===== src/rtl/lcd_pkg.sv =====
// Shared constants and state encodings for the calculator character-LCD driver.
// HD44780 command bytes, the ASCII characters used in fields, and FSM/sequencer states.
package lcd_pkg;

  localparam logic [7:0] LCD_FUNC_SET = 8'h38;
  localparam logic [7:0] LCD_DISP_ON  = 8'h0C;
  localparam logic [7:0] LCD_ENTRY    = 8'h06;
  localparam logic [7:0] LCD_CLEAR    = 8'h01;
  localparam logic [7:0] LCD_LINE1    = 8'h80;
  localparam logic [7:0] LCD_LINE2    = 8'hC0;

  localparam logic [7:0] ASCII_SPACE = 8'h20;
  localparam logic [7:0] ASCII_MINUS = 8'h2D;
  localparam logic [7:0] ASCII_ZERO  = 8'h30;
  localparam logic [7:0] ASCII_HASH  = 8'h23;

  typedef enum logic [3:0] {
    PWR_WAIT, INIT, IDLE, LATCH, CONVERT, ADDR, CHARS, NEXT, DONE
  } state_t;

  typedef enum logic [1:0] {
    WR_IDLE, WR_SU, WR_EH, WR_WAIT
  } wr_phase_t;

  // Decimal digits needed for the largest unsigned w-bit magnitude.
  function automatic int num_digits(input int w);
    logic [63:0] v;
    int d;
    v = (64'd1 << w) - 64'd1;
    d = 1;
    while (v >= 64'd10) begin
      v = v / 64'd10;
      d = d + 1;
    end
    return d;
  endfunction

endpackage


===== src/rtl/lcd_bin2dec.sv =====
// Sequential restoring divide-by-10: emits one decimal digit per DATA_W cycles, LSB digit first.
// Always runs NUM_DIGITS passes so conversion time does not depend on the value.
module lcd_bin2dec #(
  parameter int DATA_W     = 32,
  parameter int NUM_DIGITS = 10
) (
  input  logic              clk,
  input  logic              rst,
  input  logic              start,
  input  logic [DATA_W-1:0] mag,
  output logic [3:0]        digit,
  output logic              digit_vld,
  output logic              last
);

  localparam int BW = $clog2(DATA_W);
  localparam int DW = $clog2(NUM_DIGITS + 1);

  logic              run_q, run_d;
  logic [DATA_W-1:0] work_q, work_d;
  logic [3:0]        rem_q, rem_d;
  logic [BW-1:0]     bit_q, bit_d;
  logic [DW-1:0]     dig_q, dig_d;
  logic [3:0]        digit_q, digit_d;
  logic              vld_q, vld_d;
  logic              last_q, last_d;

  logic [4:0]        trial;
  logic              ge;
  logic [3:0]        rem_nx;
  logic [DATA_W-1:0] quo_nx;

  assign trial  = {rem_q, work_q[DATA_W-1]};
  assign ge     = (trial >= 5'd10);
  assign rem_nx = ge ? 4'(trial - 5'd10) : trial[3:0];
  assign quo_nx = {work_q[DATA_W-2:0], ge};

  always_comb begin
    run_d   = run_q;
    work_d  = work_q;
    rem_d   = rem_q;
    bit_d   = bit_q;
    dig_d   = dig_q;
    digit_d = digit_q;
    vld_d   = 1'b0;
    last_d  = last_q;
    if (start) begin
      run_d  = 1'b1;
      work_d = mag;
      rem_d  = '0;
      bit_d  = '0;
      dig_d  = '0;
    end else if (run_q) begin
      work_d = quo_nx;
      rem_d  = rem_nx;
      bit_d  = bit_q + 1'b1;
      // The quotient stays in work_q and becomes the next pass's dividend.
      if (bit_q == BW'(DATA_W - 1)) begin
        digit_d = rem_nx;
        vld_d   = 1'b1;
        last_d  = (quo_nx == '0);
        rem_d   = '0;
        bit_d   = '0;
        dig_d   = dig_q + 1'b1;
        if (dig_q == DW'(NUM_DIGITS - 1)) run_d = 1'b0;
      end
    end
  end

  always_ff @(posedge clk) begin
    if (rst) begin
      run_q   <= 1'b0;
      work_q  <= '0;
      rem_q   <= '0;
      bit_q   <= '0;
      dig_q   <= '0;
      digit_q <= '0;
      vld_q   <= 1'b0;
      last_q  <= 1'b0;
    end else begin
      run_q   <= run_d;
      work_q  <= work_d;
      rem_q   <= rem_d;
      bit_q   <= bit_d;
      dig_q   <= dig_d;
      digit_q <= digit_d;
      vld_q   <= vld_d;
      last_q  <= last_d;
    end
  end

  assign digit     = digit_q;
  assign digit_vld = vld_q;
  assign last      = last_q;

endmodule


===== src/rtl/lcd_num_display.sv =====
// HD44780 driver that shows one or two signed integers right-justified in fixed-width fields.
// Runs power-up init once, then redraws both lines on each accepted start request.
module lcd_num_display
  import lcd_pkg::*;
#(
  parameter int DATA_W    = 32,
  parameter int FIELD_W   = 11,
  parameter int NUM_LINES = 2,
  parameter int T_PWR     = 750000,
  parameter int T_SU      = 2,
  parameter int T_EH      = 12,
  parameter int T_CMD     = 2000,
  parameter int T_CLR     = 80000
) (
  input  logic              clk,
  input  logic              rst,
  input  logic              start,
  input  logic [DATA_W-1:0] value_a,
  input  logic [DATA_W-1:0] value_b,
  output logic              busy,
  output logic              done,
  output logic [7:0]        lcd_data,
  output logic              lcd_rs,
  output logic              lcd_rw,
  output logic              lcd_e
);

  localparam int NUM_DIGITS = num_digits(DATA_W);
  localparam int CW         = $clog2(FIELD_W);

  state_t            state_q, state_d;
  wr_phase_t         wr_ph_q, wr_ph_d;
  logic [31:0]       cnt_q, cnt_d;
  logic [1:0]        init_idx_q, init_idx_d;
  logic [CW-1:0]     chr_idx_q, chr_idx_d;
  logic              line_q, line_d;
  logic [DATA_W-1:0] val_a_q, val_a_d, val_b_q, val_b_d;
  logic              neg_q, neg_d;
  logic              seen_last_q, seen_last_d;
  logic [7:0]        ndig_q, ndig_d, dig_cnt_q, dig_cnt_d;
  logic [7:0]        buf_q [FIELD_W];
  logic [7:0]        buf_d [FIELD_W];
  logic [7:0]        data_q, data_d;
  logic              rs_q, rs_d, e_q, e_d;

  logic              conv_start, wr_fin;
  logic [DATA_W-1:0] sel_val, conv_mag;
  logic [3:0]        digit;
  logic              digit_vld, last;
  logic [31:0]       wait_last;
  logic [7:0]        init_cmd;

  assign sel_val   = (state_q == NEXT) ? val_b_q : val_a_q;
  assign conv_mag  = sel_val[DATA_W-1] ? (~sel_val + DATA_W'(1)) : sel_val;
  assign wait_last = (!rs_q && data_q == LCD_CLEAR) ? 32'(T_CLR - 1) : 32'(T_CMD - 1);

  lcd_bin2dec #(
    .DATA_W    (DATA_W),
    .NUM_DIGITS(NUM_DIGITS)
  ) u_bin2dec (
    .clk      (clk),
    .rst      (rst),
    .start    (conv_start),
    .mag      (conv_mag),
    .digit    (digit),
    .digit_vld(digit_vld),
    .last     (last)
  );

  always_comb begin
    case (init_idx_q)
      2'd0:    init_cmd = LCD_FUNC_SET;
      2'd1:    init_cmd = LCD_DISP_ON;
      2'd2:    init_cmd = LCD_ENTRY;
      default: init_cmd = LCD_CLEAR;
    endcase
  end

  always_comb begin
    state_d     = state_q;
    wr_ph_d     = wr_ph_q;
    cnt_d       = cnt_q;
    init_idx_d  = init_idx_q;
    chr_idx_d   = chr_idx_q;
    line_d      = line_q;
    val_a_d     = val_a_q;
    val_b_d     = val_b_q;
    neg_d       = neg_q;
    seen_last_d = seen_last_q;
    ndig_d      = ndig_q;
    dig_cnt_d   = dig_cnt_q;
    buf_d       = buf_q;
    data_d      = data_q;
    rs_d        = rs_q;
    e_d         = e_q;
    conv_start  = 1'b0;
    wr_fin      = 1'b0;

    // Write cycle: data settles, enable pulses, then the LCD gets its execution time.
    case (wr_ph_q)
      WR_SU: begin
        cnt_d = cnt_q + 32'd1;
        if (cnt_q == 32'(T_SU - 1)) begin
          wr_ph_d = WR_EH;
          cnt_d   = '0;
          e_d     = 1'b1;
        end
      end
      WR_EH: begin
        cnt_d = cnt_q + 32'd1;
        if (cnt_q == 32'(T_EH - 1)) begin
          wr_ph_d = WR_WAIT;
          cnt_d   = '0;
          e_d     = 1'b0;
        end
      end
      WR_WAIT: begin
        cnt_d = cnt_q + 32'd1;
        if (cnt_q == wait_last) begin
          wr_ph_d = WR_IDLE;
          cnt_d   = '0;
          wr_fin  = 1'b1;
        end
      end
      default: ;
    endcase

    case (state_q)
      PWR_WAIT: begin
        cnt_d = cnt_q + 32'd1;
        if (cnt_q == 32'(T_PWR - 1)) begin
          cnt_d      = '0;
          init_idx_d = '0;
          state_d    = INIT;
        end
      end
      INIT: begin
        if (wr_ph_q == WR_IDLE) begin
          data_d  = init_cmd;
          rs_d    = 1'b0;
          wr_ph_d = WR_SU;
          cnt_d   = '0;
        end else if (wr_fin) begin
          init_idx_d = init_idx_q + 2'd1;
          if (init_idx_q == 2'd3) state_d = IDLE;
        end
      end
      IDLE, DONE: begin
        state_d = IDLE;
        if (start) begin
          val_a_d = value_a;
          val_b_d = value_b;
          line_d  = 1'b0;
          state_d = LATCH;
        end
      end
      LATCH, NEXT: begin
        conv_start  = 1'b1;
        line_d      = (state_q == NEXT);
        neg_d       = sel_val[DATA_W-1];
        seen_last_d = 1'b0;
        ndig_d      = '0;
        dig_cnt_d   = '0;
        for (int i = 0; i < FIELD_W; i++) buf_d[i] = ASCII_SPACE;
        state_d = CONVERT;
      end
      CONVERT: begin
        // Digits after the first 'last' are leading zeros and are dropped.
        if (digit_vld) begin
          dig_cnt_d = dig_cnt_q + 8'd1;
          if (!seen_last_q) begin
            if (int'(dig_cnt_q) < FIELD_W)
              buf_d[CW'(FIELD_W - 1 - int'(dig_cnt_q))] = ASCII_ZERO + {4'd0, digit};
            if (last) begin
              seen_last_d = 1'b1;
              ndig_d      = dig_cnt_q + 8'd1;
            end
          end
          if (dig_cnt_q == 8'(NUM_DIGITS - 1)) state_d = ADDR;
        end
      end
      ADDR: begin
        if (wr_ph_q == WR_IDLE) begin
          data_d  = line_q ? LCD_LINE2 : LCD_LINE1;
          rs_d    = 1'b0;
          wr_ph_d = WR_SU;
          cnt_d   = '0;
          if (int'(ndig_q) + int'(neg_q) > FIELD_W) begin
            for (int i = 0; i < FIELD_W; i++) buf_d[i] = ASCII_HASH;
          end else if (neg_q) begin
            buf_d[CW'(FIELD_W - 1 - int'(ndig_q))] = ASCII_MINUS;
          end
        end else if (wr_fin) begin
          chr_idx_d = '0;
          state_d   = CHARS;
        end
      end
      CHARS: begin
        if (wr_ph_q == WR_IDLE) begin
          data_d  = buf_q[chr_idx_q];
          rs_d    = 1'b1;
          wr_ph_d = WR_SU;
          cnt_d   = '0;
        end else if (wr_fin) begin
          chr_idx_d = chr_idx_q + 1'b1;
          if (chr_idx_q == CW'(FIELD_W - 1))
            state_d = (NUM_LINES == 2 && !line_q) ? NEXT : DONE;
        end
      end
      default: state_d = PWR_WAIT;
    endcase
  end

  always_ff @(posedge clk) begin
    if (rst) begin
      state_q     <= PWR_WAIT;
      wr_ph_q     <= WR_IDLE;
      cnt_q       <= '0;
      init_idx_q  <= '0;
      chr_idx_q   <= '0;
      line_q      <= 1'b0;
      val_a_q     <= '0;
      val_b_q     <= '0;
      neg_q       <= 1'b0;
      seen_last_q <= 1'b0;
      ndig_q      <= '0;
      dig_cnt_q   <= '0;
      for (int i = 0; i < FIELD_W; i++) buf_q[i] <= ASCII_SPACE;
      data_q      <= '0;
      rs_q        <= 1'b0;
      e_q         <= 1'b0;
    end else begin
      state_q     <= state_d;
      wr_ph_q     <= wr_ph_d;
      cnt_q       <= cnt_d;
      init_idx_q  <= init_idx_d;
      chr_idx_q   <= chr_idx_d;
      line_q      <= line_d;
      val_a_q     <= val_a_d;
      val_b_q     <= val_b_d;
      neg_q       <= neg_d;
      seen_last_q <= seen_last_d;
      ndig_q      <= ndig_d;
      dig_cnt_q   <= dig_cnt_d;
      buf_q       <= buf_d;
      data_q      <= data_d;
      rs_q        <= rs_d;
      e_q         <= e_d;
    end
  end

  assign busy     = (state_q != IDLE) && (state_q != DONE);
  assign done     = (state_q == DONE);
  assign lcd_data = data_q;
  assign lcd_rs   = rs_q;
  assign lcd_rw   = 1'b0;
  assign lcd_e    = e_q;

endmodule


===== config.mk =====
export PLATFORM = sky130hd
export DESIGN_NAME = lcd_num_display
export DESIGN_NICKNAME = d
export VERILOG_FILES = /design/src/rtl/lcd_pkg.sv /design/src/rtl/lcd_bin2dec.sv /design/src/rtl/lcd_num_display.sv
export SDC_FILE = /design/constraint.sdc
export NUM_CORES = 1
export LEC_CHECK = 0
export ABC_AREA = 0
export CAP_MARGIN = 15
export CORE_ASPECT_RATIO = 0.5
export CORE_MARGIN = 1
export CORE_UTILIZATION = 50
export CTS_BUF_LIST = sky130_fd_sc_hd__clkbuf_8
export DETAILED_ROUTE_END_ITERATION = 10
export DONT_BUFFER_PORTS = 1
export SLEW_MARGIN = 20
export SYNTH_ARGS = -nofsm -noshare
export SYNTH_HDL_FRONTEND = slang
export SYNTH_HIERARCHICAL = 1
export SYNTH_SLANG_ARGS = --single-unit

===== constraint.sdc =====
create_clock -name clk -period 5.6 [get_ports clk]
set_input_delay 0.84 -clock clk [delete_from_list [all_inputs] [get_ports clk]]
set_output_delay 0.84 -clock clk [all_outputs]
set_load 0.005 [all_outputs]

==> results of run 1 <==
[power by group through the flow]
stage                     logic [mW]  clock network, mW  registers (mW)
after floorplan                0.293                  0            2.09
after global placement         0.315                  0            2.12
after detailed placement       0.323                  0            2.13
after CTS                      0.325               1.69            2.08
after global routing           0.365               1.80            2.09
final                          0.324               1.65            2.08
[metrics by stage]
stage,utilization [%],power [mW]
floorplan,-,2.38
global placement,51.7,2.44
detailed placement,51.7,2.45
CTS,54.5,4.10
global route,54.6,4.25
finish,54.6,4.05
[logic make-up (layout without fill, tap and decap cells)]
kind of cell    count (synthesis)  after routing  synth area share [%]
simple gates                  776            776                  25.4
fa+ha+maj                      22             22                  1.91
compound gates                421            421                  18.1
buf+inv                       160            114                  4.68
mux                           107            107                  8.29
other cells                     1              1                0.0260
xor+xnor                       51             51                  3.10
flops                         277            277                  38.4
[state kept, by name, indices dropped and copies added (netlist names), 8 cells and up]
register and flops:
ndig_q 8, buf_q 88, val_b_q 32, cnt_q 32, lcd_data 8, u_bin2dec/work_q 32
dig_cnt_q 8, val_a_q 32
[worst min path at each step]
stage             endpoint  slack [ps]
2_1_floorplan    buf_q[30]         410
3_3_place_gp     buf_q[30]         420
3_5_place_dp     buf_q[30]         420
4_1_cts        val_b_q[10]         310
5_1_grt        val_b_q[10]         310
6_report       val_b_q[10]         340
[synthesized netlist by cell type, drive strengths merged, types with 29 or more instances]
cell / instances / share of area (%)
dfxtp: 277 / 38
nand2: 260 / 6.8
nor2: 210 / 5.5
a21oi: 177 / 6.1
clkbuf: 90 / 2.4
mux2i: 89 / 6.3
o21ai: 74 / 2.6
nand3: 62 / 2.2
nor3: 53 / 1.8
buf: 40 / 1.5
and2: 33 / 1.4
a31oi: 29 / 1.3
inv: 29 / 0.75
[final cells by class]
class | instances | area [µm²]
clock buffers | 53 | 729
fillers | 2654 | 12700
well taps | 382 | 478
clock inverters | 18 | 78.8
inverters | 29 | 109
flip-flops and latches | 277 | 5550
repair buffers | 14 | 105
multi-input cells | 1378 | 8250
[placed cells by master, fill, tap and decap left out, types with 17 or more instances in the layout]
master / Yosys / layout
sky130_fd_sc_hd__nor4_1: 27 / 27
sky130_fd_sc_hd__nor3_1: 53 / 53
sky130_fd_sc_hd__and2_1: 33 / 32
sky130_fd_sc_hd__nand4_1: 19 / 19
sky130_fd_sc_hd__nand3_1: 61 / 61
sky130_fd_sc_hd__a31oi_1: 29 / 29
sky130_fd_sc_hd__inv_1: 29 / 42
sky130_fd_sc_hd__or3_1: 17 / 17
sky130_fd_sc_hd__xor2_1: 24 / 24
sky130_fd_sc_hd__ha_1: 22 / 22
sky130_fd_sc_hd__a21oi_1: 177 / 177
sky130_fd_sc_hd__xnor2_1: 27 / 27
sky130_fd_sc_hd__nor2_1: 210 / 210
sky130_fd_sc_hd__clkbuf_8: 0 / 53
sky130_fd_sc_hd__nand2_1: 260 / 259
sky130_fd_sc_hd__mux2i_1: 88 / 88
sky130_fd_sc_hd__dfxtp_1: 277 / 276
sky130_fd_sc_hd__o21ai_0: 70 / 70
[metal layers]
metal  wire length (µm)  part of all wire [%]  vias to the layer above
met5                  0                     0                        -
met4                653                   1.7                        0
met3               2450                   6.5                       62
met2              16600                    44                      372
met1              18200                    48                     6055
li1                   -                     -                     6299
==> impl_metrics.xml, run 1 <==
<?xml version="1.0" encoding="UTF-8"?>
<metrics>
  <group name="yosys">
    <metric name="post_synth_num_cell_types" unit="">84</metric>
    <metric name="ys_warn_count" unit="">6</metric>
    <metric name="synth.yosys.seq_area_share" unit="%">38.4</metric>
    <metric name="async_reset_ff_share" unit="%">0</metric>
    <metric name="postSynth.topFlopCell" unit="">sky130_fd_sc_hd__dfxtp_1</metric>
    <metric name="synth_edf_count" unit="">0</metric>
    <metric name="syn-cell-area" unit="µm²">14400</metric>
    <metric name="ys_seq_elements" unit="">277</metric>
    <metric name="post_synth_inst_count" unit="">1815</metric>
    <metric name="syn_area_per_cell" unit="µm²">7.95</metric>
    <metric name="nets_in_the_synthesized_netlist" unit="">1904</metric>
  </group>
  <group name="layout">
    <metric name="finish.cell_count_without_fillers" unit="">2151</metric>
    <metric name="design_area" unit="µm²">15300</metric>
    <metric name="antennaDiodeCount" unit="">0</metric>
    <metric name="final_layout_size_suffix_gt1_share" unit="%">7.18</metric>
    <metric name="area_growth" unit="%">6.01</metric>
    <metric name="finish.net_count" unit="">1830</metric>
  </group>
  <group name="power_and_ir_drop">
    <metric name="internal-power" unit="mW">2.98</metric>
    <metric name="clock_network_power_share" unit="%">40.6</metric>
    <metric name="ir_drop" unit="µV">182</metric>
    <metric name="power.net_switching" unit="mW">1.08</metric>
    <metric name="power-per-cell-area" unit="nW/µm²">265</metric>
    <metric name="power.leakage" unit="nW">5.34</metric>
    <metric name="combPwrFrac" unit="%">8.0</metric>
    <metric name="power.switching_fraction" unit="%">26.5</metric>
    <metric name="seqPwrFrac" unit="%">51.4</metric>
  </group>
  <group name="floorplan">
    <metric name="floorplan.core_area" unit="µm²">28000</metric>
    <metric name="chipWidth" unit="µm">242</metric>
    <metric name="die_h" unit="µm">122</metric>
    <metric name="die_area" unit="µm²">29600</metric>
    <metric name="floorplan.rows" unit="">43</metric>
    <metric name="initial_core_util" unit="%">51.5</metric>
    <metric name="top_level_ports" unit="">80</metric>
  </group>
  <group name="global_route">
    <metric name="globalRouteOverflowTotal" unit="">0</metric>
    <metric name="grt_use_total" unit="%">25.4</metric>
    <metric name="gr-max-usage-layer" unit="">met2</metric>
    <metric name="gr-usage-met1" unit="%">34.9</metric>
    <metric name="use_met3" unit="%">5.33</metric>
    <metric name="grt_start_max_net_pins" unit="">213</metric>
    <metric name="grt_pass1_wl" unit="mm">61.4</metric>
    <metric name="antenna_found_initial" unit="">0</metric>
    <metric name="groute.layer.met2.usage" unit="%">40.2</metric>
    <metric name="grt_pass1_vias" unit="">11876</metric>
  </group>
  <group name="timing">
    <metric name="skew" unit="ps">29.5</metric>
    <metric name="timing.hold.ws" unit="ps">341</metric>
    <metric name="setup_slack" unit="ps">1440</metric>
    <metric name="finalSetupViolations" unit="">0</metric>
    <metric name="report.final.slew_viol_count" unit="">0</metric>
    <metric name="fin_crit_sh" unit="%">74.3</metric>
    <metric name="worst_slew_slack_as_a_fraction_of_its_limit" unit="%">25.5</metric>
    <metric name="fin_crit_period" unit="ps">4160</metric>
    <metric name="timing.final.hold_violations" unit="">0</metric>
    <metric name="worst_slew_pin_tran" unit="ps">1110</metric>
    <metric name="maximum_clock_frequency" unit="MHz">240</metric>
    <metric name="setup_total_negative_slack" unit="ps">0</metric>
    <metric name="rsz0062_at_grt" unit="">false</metric>
  </group>
  <group name="setup_path">
    <metric name="cp_num_cells" unit="">11</metric>
    <metric name="critical_path.reg2reg.startpoint" unit="">state_q[1]</metric>
    <metric name="setup.worst_path.start" unit="">state_q[1]</metric>
    <metric name="path_buf_inv" unit="">1</metric>
    <metric name="critical-path-top-delay-family" unit="">simple AND/OR/NAND/NOR gates</metric>
    <metric name="critical_path.endpoint" unit="">u_bin2dec/work_q[28]</metric>
    <metric name="timing_worst_setup_path_type" unit="">reg -&gt; reg</metric>
    <metric name="slowest_stage" unit="">sky130_fd_sc_hd__and4b_1</metric>
    <metric name="worst-r2r-setup-slack" unit="ps">1440</metric>
    <metric name="worst_ep_arrival_time" unit="ps">4610</metric>
    <metric name="path_cells" unit="">and4b_1, buf_4, mux2i_1, ha_1, o2111a_1, nand3_1, nor4bb_1, a21oi_1, xnor2_1, a21oi_1, nor2_1</metric>
    <metric name="timing.reg2reg.worst_path_depth" unit="">11</metric>
    <metric name="rr_endpoint" unit="">u_bin2dec/work_q[28]</metric>
    <metric name="critPathMaxFanout" unit="">20</metric>
    <metric name="crit_top_cell" unit="">sky130_fd_sc_hd__a21oi_1</metric>
    <metric name="largest_stage_delay_on_the_critical_path" unit="ps">870</metric>
    <metric name="worstSetupEndpointType" unit="">flop</metric>
    <metric name="critPathLaunchType" unit="">flop</metric>
    <metric name="data_required_time_of_the_critical_path" unit="ps">6050</metric>
  </group>
  <group name="min_path">
    <metric name="min_path_type" unit="">in -&gt; reg</metric>
    <metric name="launch_instance_of_the_worst_min_delay_path" unit="">rst</metric>
    <metric name="worstHoldPathCells" unit="">1</metric>
  </group>
  <group name="detailed_routing">
    <metric name="avgViaCountPerCell" unit="">5.95</metric>
    <metric name="drt_pass1_iterations" unit="">5</metric>
    <metric name="routed-via-count" unit="">12788</metric>
    <metric name="wl_per_cell" unit="µm">17.6</metric>
    <metric name="totalWireLength" unit="mm">37.9</metric>
    <metric name="drt.antenna.violating_nets" unit="">0</metric>
    <metric name="detailedRoute.firstIterationViolations" unit="">995</metric>
    <metric name="drt_drc_violations_left" unit="">0</metric>
  </group>
  <group name="placed_design">
    <metric name="numPortBuffers" unit="">0</metric>
    <metric name="dp_slack" unit="ps">1510</metric>
    <metric name="dp_cells" unit="">2080</metric>
    <metric name="finalWeightedCongestion" unit="">0.944</metric>
    <metric name="place_area" unit="µm²">14500</metric>
    <metric name="detailedPlacementHpwl" unit="mm">26.0</metric>
  </group>
  <group name="clocking">
    <metric name="cts_htree_levels" unit="">2</metric>
    <metric name="postCtsHoldBufs" unit="">0</metric>
    <metric name="clk_latency" unit="ps">580</metric>
    <metric name="numCtsBuffers" unit="">41</metric>
    <metric name="cts_sinks" unit="">277</metric>
    <metric name="ctsRootBufferMaster" unit="">sky130_fd_sc_hd__clkbuf_8</metric>
    <metric name="post_cts_resize_count" unit="">0</metric>
    <metric name="postCtsSetupRepairBufs" unit="">0</metric>
    <metric name="cts_tree" unit="">built</metric>
    <metric name="cts-root-to-sink-buffers" unit="">3</metric>
    <metric name="clkSlewWorstSetupHoldPaths" unit="ps">70</metric>
  </group>
  <group name="flow_run">
    <metric name="max-cap-violations" unit="">0</metric>
  </group>
  <group name="status">
    <metric name="run_status" unit="">completed</metric>
  </group>
</metrics>
(Power assumes the default switching activity.)
==> run 2: changes to the inputs <==
Clock period 5.6 ns to 4.3 ns, I/O delays scaled along.
==> run 2 against run 1 <==
- clock skew decreased by 4.5 ps
- first-iteration DRC count down 9.5%
- worst hold slack worse by 190 ps
- worst setup slack got worse by 500 ps
- via count grew 0.52%
- sequential power grew 29%
- count of clock-buffer cells in the layout rose by 1
- non-clock buffer count increased by 8
- routed wire length grew 1.4%
- critical path type unchanged
- critical endpoint is now buf_q[62]
==> impl_metrics.xml, run 2 (synthesis results as in run 1) <==
<?xml version="1.0" encoding="UTF-8"?>
<metrics>
  <group name="setup_path">
    <metric name="slowest_stage" unit="">sky130_fd_sc_hd__or4b_4</metric>
    <metric name="worstSetupEndpointType" unit="">flop</metric>
    <metric name="critical_path.reg2reg.startpoint" unit="">state_q[2]</metric>
    <metric name="worst-r2r-setup-slack" unit="ps">940</metric>
    <metric name="critPathLaunchType" unit="">flop</metric>
    <metric name="timing.reg2reg.worst_path_depth" unit="">7</metric>
    <metric name="data_required_time_of_the_critical_path" unit="ps">4740</metric>
    <metric name="path_cells" unit="">or4b_4, or3_1, o21ai_2, o21a_2, nand2b_1, nor2_1, nor3b_1</metric>
    <metric name="critPathMaxFanout" unit="">23</metric>
    <metric name="timing_worst_setup_path_type" unit="">reg -&gt; reg</metric>
    <metric name="path_buf_inv" unit="">0</metric>
    <metric name="largest_stage_delay_on_the_critical_path" unit="ps">680</metric>
    <metric name="worst_ep_arrival_time" unit="ps">3800</metric>
    <metric name="critical-path-top-delay-family" unit="">simple AND/OR/NAND/NOR gates</metric>
    <metric name="rr_endpoint" unit="">buf_q[62]</metric>
  </group>
  <group name="layout">
    <metric name="antennaDiodeCount" unit="">0</metric>
    <metric name="area_growth" unit="%">6.63</metric>
    <metric name="largest-register" unit="">buf_q</metric>
    <metric name="most-common-layout-cells" unit="">sky130_fd_sc_hd__dfxtp_1, sky130_fd_sc_hd__nand2_1, sky130_fd_sc_hd__nor2_1, sky130_fd_sc_hd__a21oi_1, sky130_fd_sc_hd__mux2i_1</metric>
    <metric name="fillers" unit="">2683</metric>
    <metric name="final_common_cell" unit="">sky130_fd_sc_hd__dfxtp_1</metric>
    <metric name="max_ffs_per_register" unit="">88</metric>
    <metric name="final_layout_size_suffix_gt1_share" unit="%">7.71</metric>
    <metric name="finish.net_count" unit="">1838</metric>
  </group>
  <group name="power_and_ir_drop">
    <metric name="ir_drop" unit="µV">236</metric>
    <metric name="final_total_pwr" unit="mW">5.35</metric>
    <metric name="power-per-cell-area" unit="nW/µm²">348</metric>
    <metric name="power.leakage" unit="nW">5.39</metric>
  </group>
  <group name="clocking">
    <metric name="cts-root-to-sink-buffers" unit="">3</metric>
    <metric name="cts_sinks" unit="">277</metric>
    <metric name="clk_latency" unit="ps">580</metric>
    <metric name="postCtsSetupRepairBufs" unit="">0</metric>
    <metric name="postCtsHoldBufs" unit="">0</metric>
    <metric name="cts_tree" unit="">built</metric>
    <metric name="cts_htree_levels" unit="">2</metric>
    <metric name="post_cts_resize_count" unit="">0</metric>
    <metric name="numCtsBuffers" unit="">41</metric>
    <metric name="ctsRootBufferMaster" unit="">sky130_fd_sc_hd__clkbuf_8</metric>
    <metric name="clkSlewWorstSetupHoldPaths" unit="ps">70</metric>
  </group>
  <group name="detailed_routing">
    <metric name="detailedRoute.firstIterationViolations" unit="">900</metric>
    <metric name="drt.antenna.violating_nets" unit="">0</metric>
    <metric name="drt_drc_violations_left" unit="">0</metric>
    <metric name="avgViaCountPerCell" unit="">5.96</metric>
    <metric name="wl_per_cell" unit="µm">17.8</metric>
    <metric name="totalWireLength" unit="mm">38.4</metric>
    <metric name="routed-via-count" unit="">12854</metric>
    <metric name="drt_pass1_iterations" unit="">5</metric>
  </group>
  <group name="floorplan">
    <metric name="initial_core_util" unit="%">51.5</metric>
    <metric name="chipWidth" unit="µm">242</metric>
    <metric name="floorplan.core_area" unit="µm²">28000</metric>
    <metric name="die_area" unit="µm²">29600</metric>
    <metric name="die_h" unit="µm">122</metric>
    <metric name="floorplan.rows" unit="">43</metric>
    <metric name="top_level_ports" unit="">80</metric>
  </group>
  <group name="timing">
    <metric name="report.final.slew_viol_count" unit="">0</metric>
    <metric name="setup_slack" unit="ps">944</metric>
    <metric name="rsz0062_at_grt" unit="">false</metric>
    <metric name="fin_crit_period" unit="ps">3360</metric>
    <metric name="worst_slew_pin_tran" unit="ps">1010</metric>
    <metric name="setup_total_negative_slack" unit="ps">0</metric>
    <metric name="fin_crit_sh" unit="%">78.0</metric>
    <metric name="worst_slew_slack_as_a_fraction_of_its_limit" unit="%">32.9</metric>
    <metric name="skew" unit="ps">25.0</metric>
    <metric name="finalSetupViolations" unit="">0</metric>
    <metric name="timing.hold.ws" unit="ps">154</metric>
    <metric name="timing.final.hold_violations" unit="">0</metric>
    <metric name="maximum_clock_frequency" unit="MHz">298</metric>
  </group>
  <group name="placed_design">
    <metric name="numPortBuffers" unit="">0</metric>
    <metric name="detailedPlacementHpwl" unit="mm">26.9</metric>
    <metric name="finalWeightedCongestion" unit="">0.967</metric>
    <metric name="dp_slack" unit="ps">966</metric>
  </group>
  <group name="global_route">
    <metric name="grt_start_max_net_pins" unit="">213</metric>
    <metric name="grt_use_total" unit="%">26.1</metric>
    <metric name="grt_pass1_wl" unit="mm">63.3</metric>
    <metric name="globalRouteOverflowTotal" unit="">0</metric>
    <metric name="antenna_found_initial" unit="">0</metric>
    <metric name="grt_pass1_vias" unit="">12076</metric>
  </group>
  <group name="min_path">
    <metric name="worstHoldPathCells" unit="">1</metric>
    <metric name="launch_instance_of_the_worst_min_delay_path" unit="">rst</metric>
    <metric name="min_path_type" unit="">in -&gt; reg</metric>
    <metric name="worst_hold_path.endpoint" unit="">val_b_q[2]</metric>
  </group>
  <group name="flow_run">
    <metric name="max-cap-violations" unit="">0</metric>
  </group>
  <group name="status">
    <metric name="run_status" unit="">completed</metric>
  </group>
</metrics>
run 2: cell types whose count changed in the layout (fill, tap and decap cells not counted), sizes merged:
cell    before  now
buf         14   22
bufinv       0    1
clkbuf      53   54
clkinv       2    3
inv         44   40
run 2: area by class of cell:
cell class	instances	area, µm²	share of cell area (%)
Sequential cell	277	5550	36.1
Inverter	29	109	0.708
Clock buffer	54	743	4.83
Multi-Input combinational cell	1378	8250	53.6
Timing Repair Buffer	22	165	1.07
Tap cell	382	478	3.11
Clock inverter	16	93.8	0.610
run 2: worst max-delay path by stage:
stage                     from                   end  slack (ps)  depth (start not counted)
finish              state_q[2]             buf_q[62]         940                          7
global route             neg_q             buf_q[29]         680                          8
CTS                      neg_q             buf_q[29]         940                          8
detailed placement       neg_q             buf_q[29]         970                          8
global placement         neg_q             buf_q[29]        1080                          8
floorplan           state_q[1]  u_bin2dec/work_q[28]        1560                         13
run 2: where the power goes:
part | internal, mW | leakage, nW | switching (mW)
registers | 2.63 | 2.23 | 0.0680
logic | 0.159 | 2.68 | 0.298
clock network | 1.18 | 0.473 | 1.02
run 2: metal layers:
| metal | GRT usage, % | share of wire (%) |
|---|---|---|
| met1 | 36.4 | 48 |
| met2 | 41.5 | 43 |
| met3 | 5.44 | 7.1 |
| met4 | 5.93 | 1.5 |
| met5 | 0 | 0 |
run 2: through the flow:
step	area [µm²]	util, %	std cells
floorplan	14400	-	1815
global placement	14500	51.9	2088
detailed placement	14500	51.9	2088
CTS	15400	54.9	2158
global route	15400	54.9	2158
finish	15400	54.9	2158
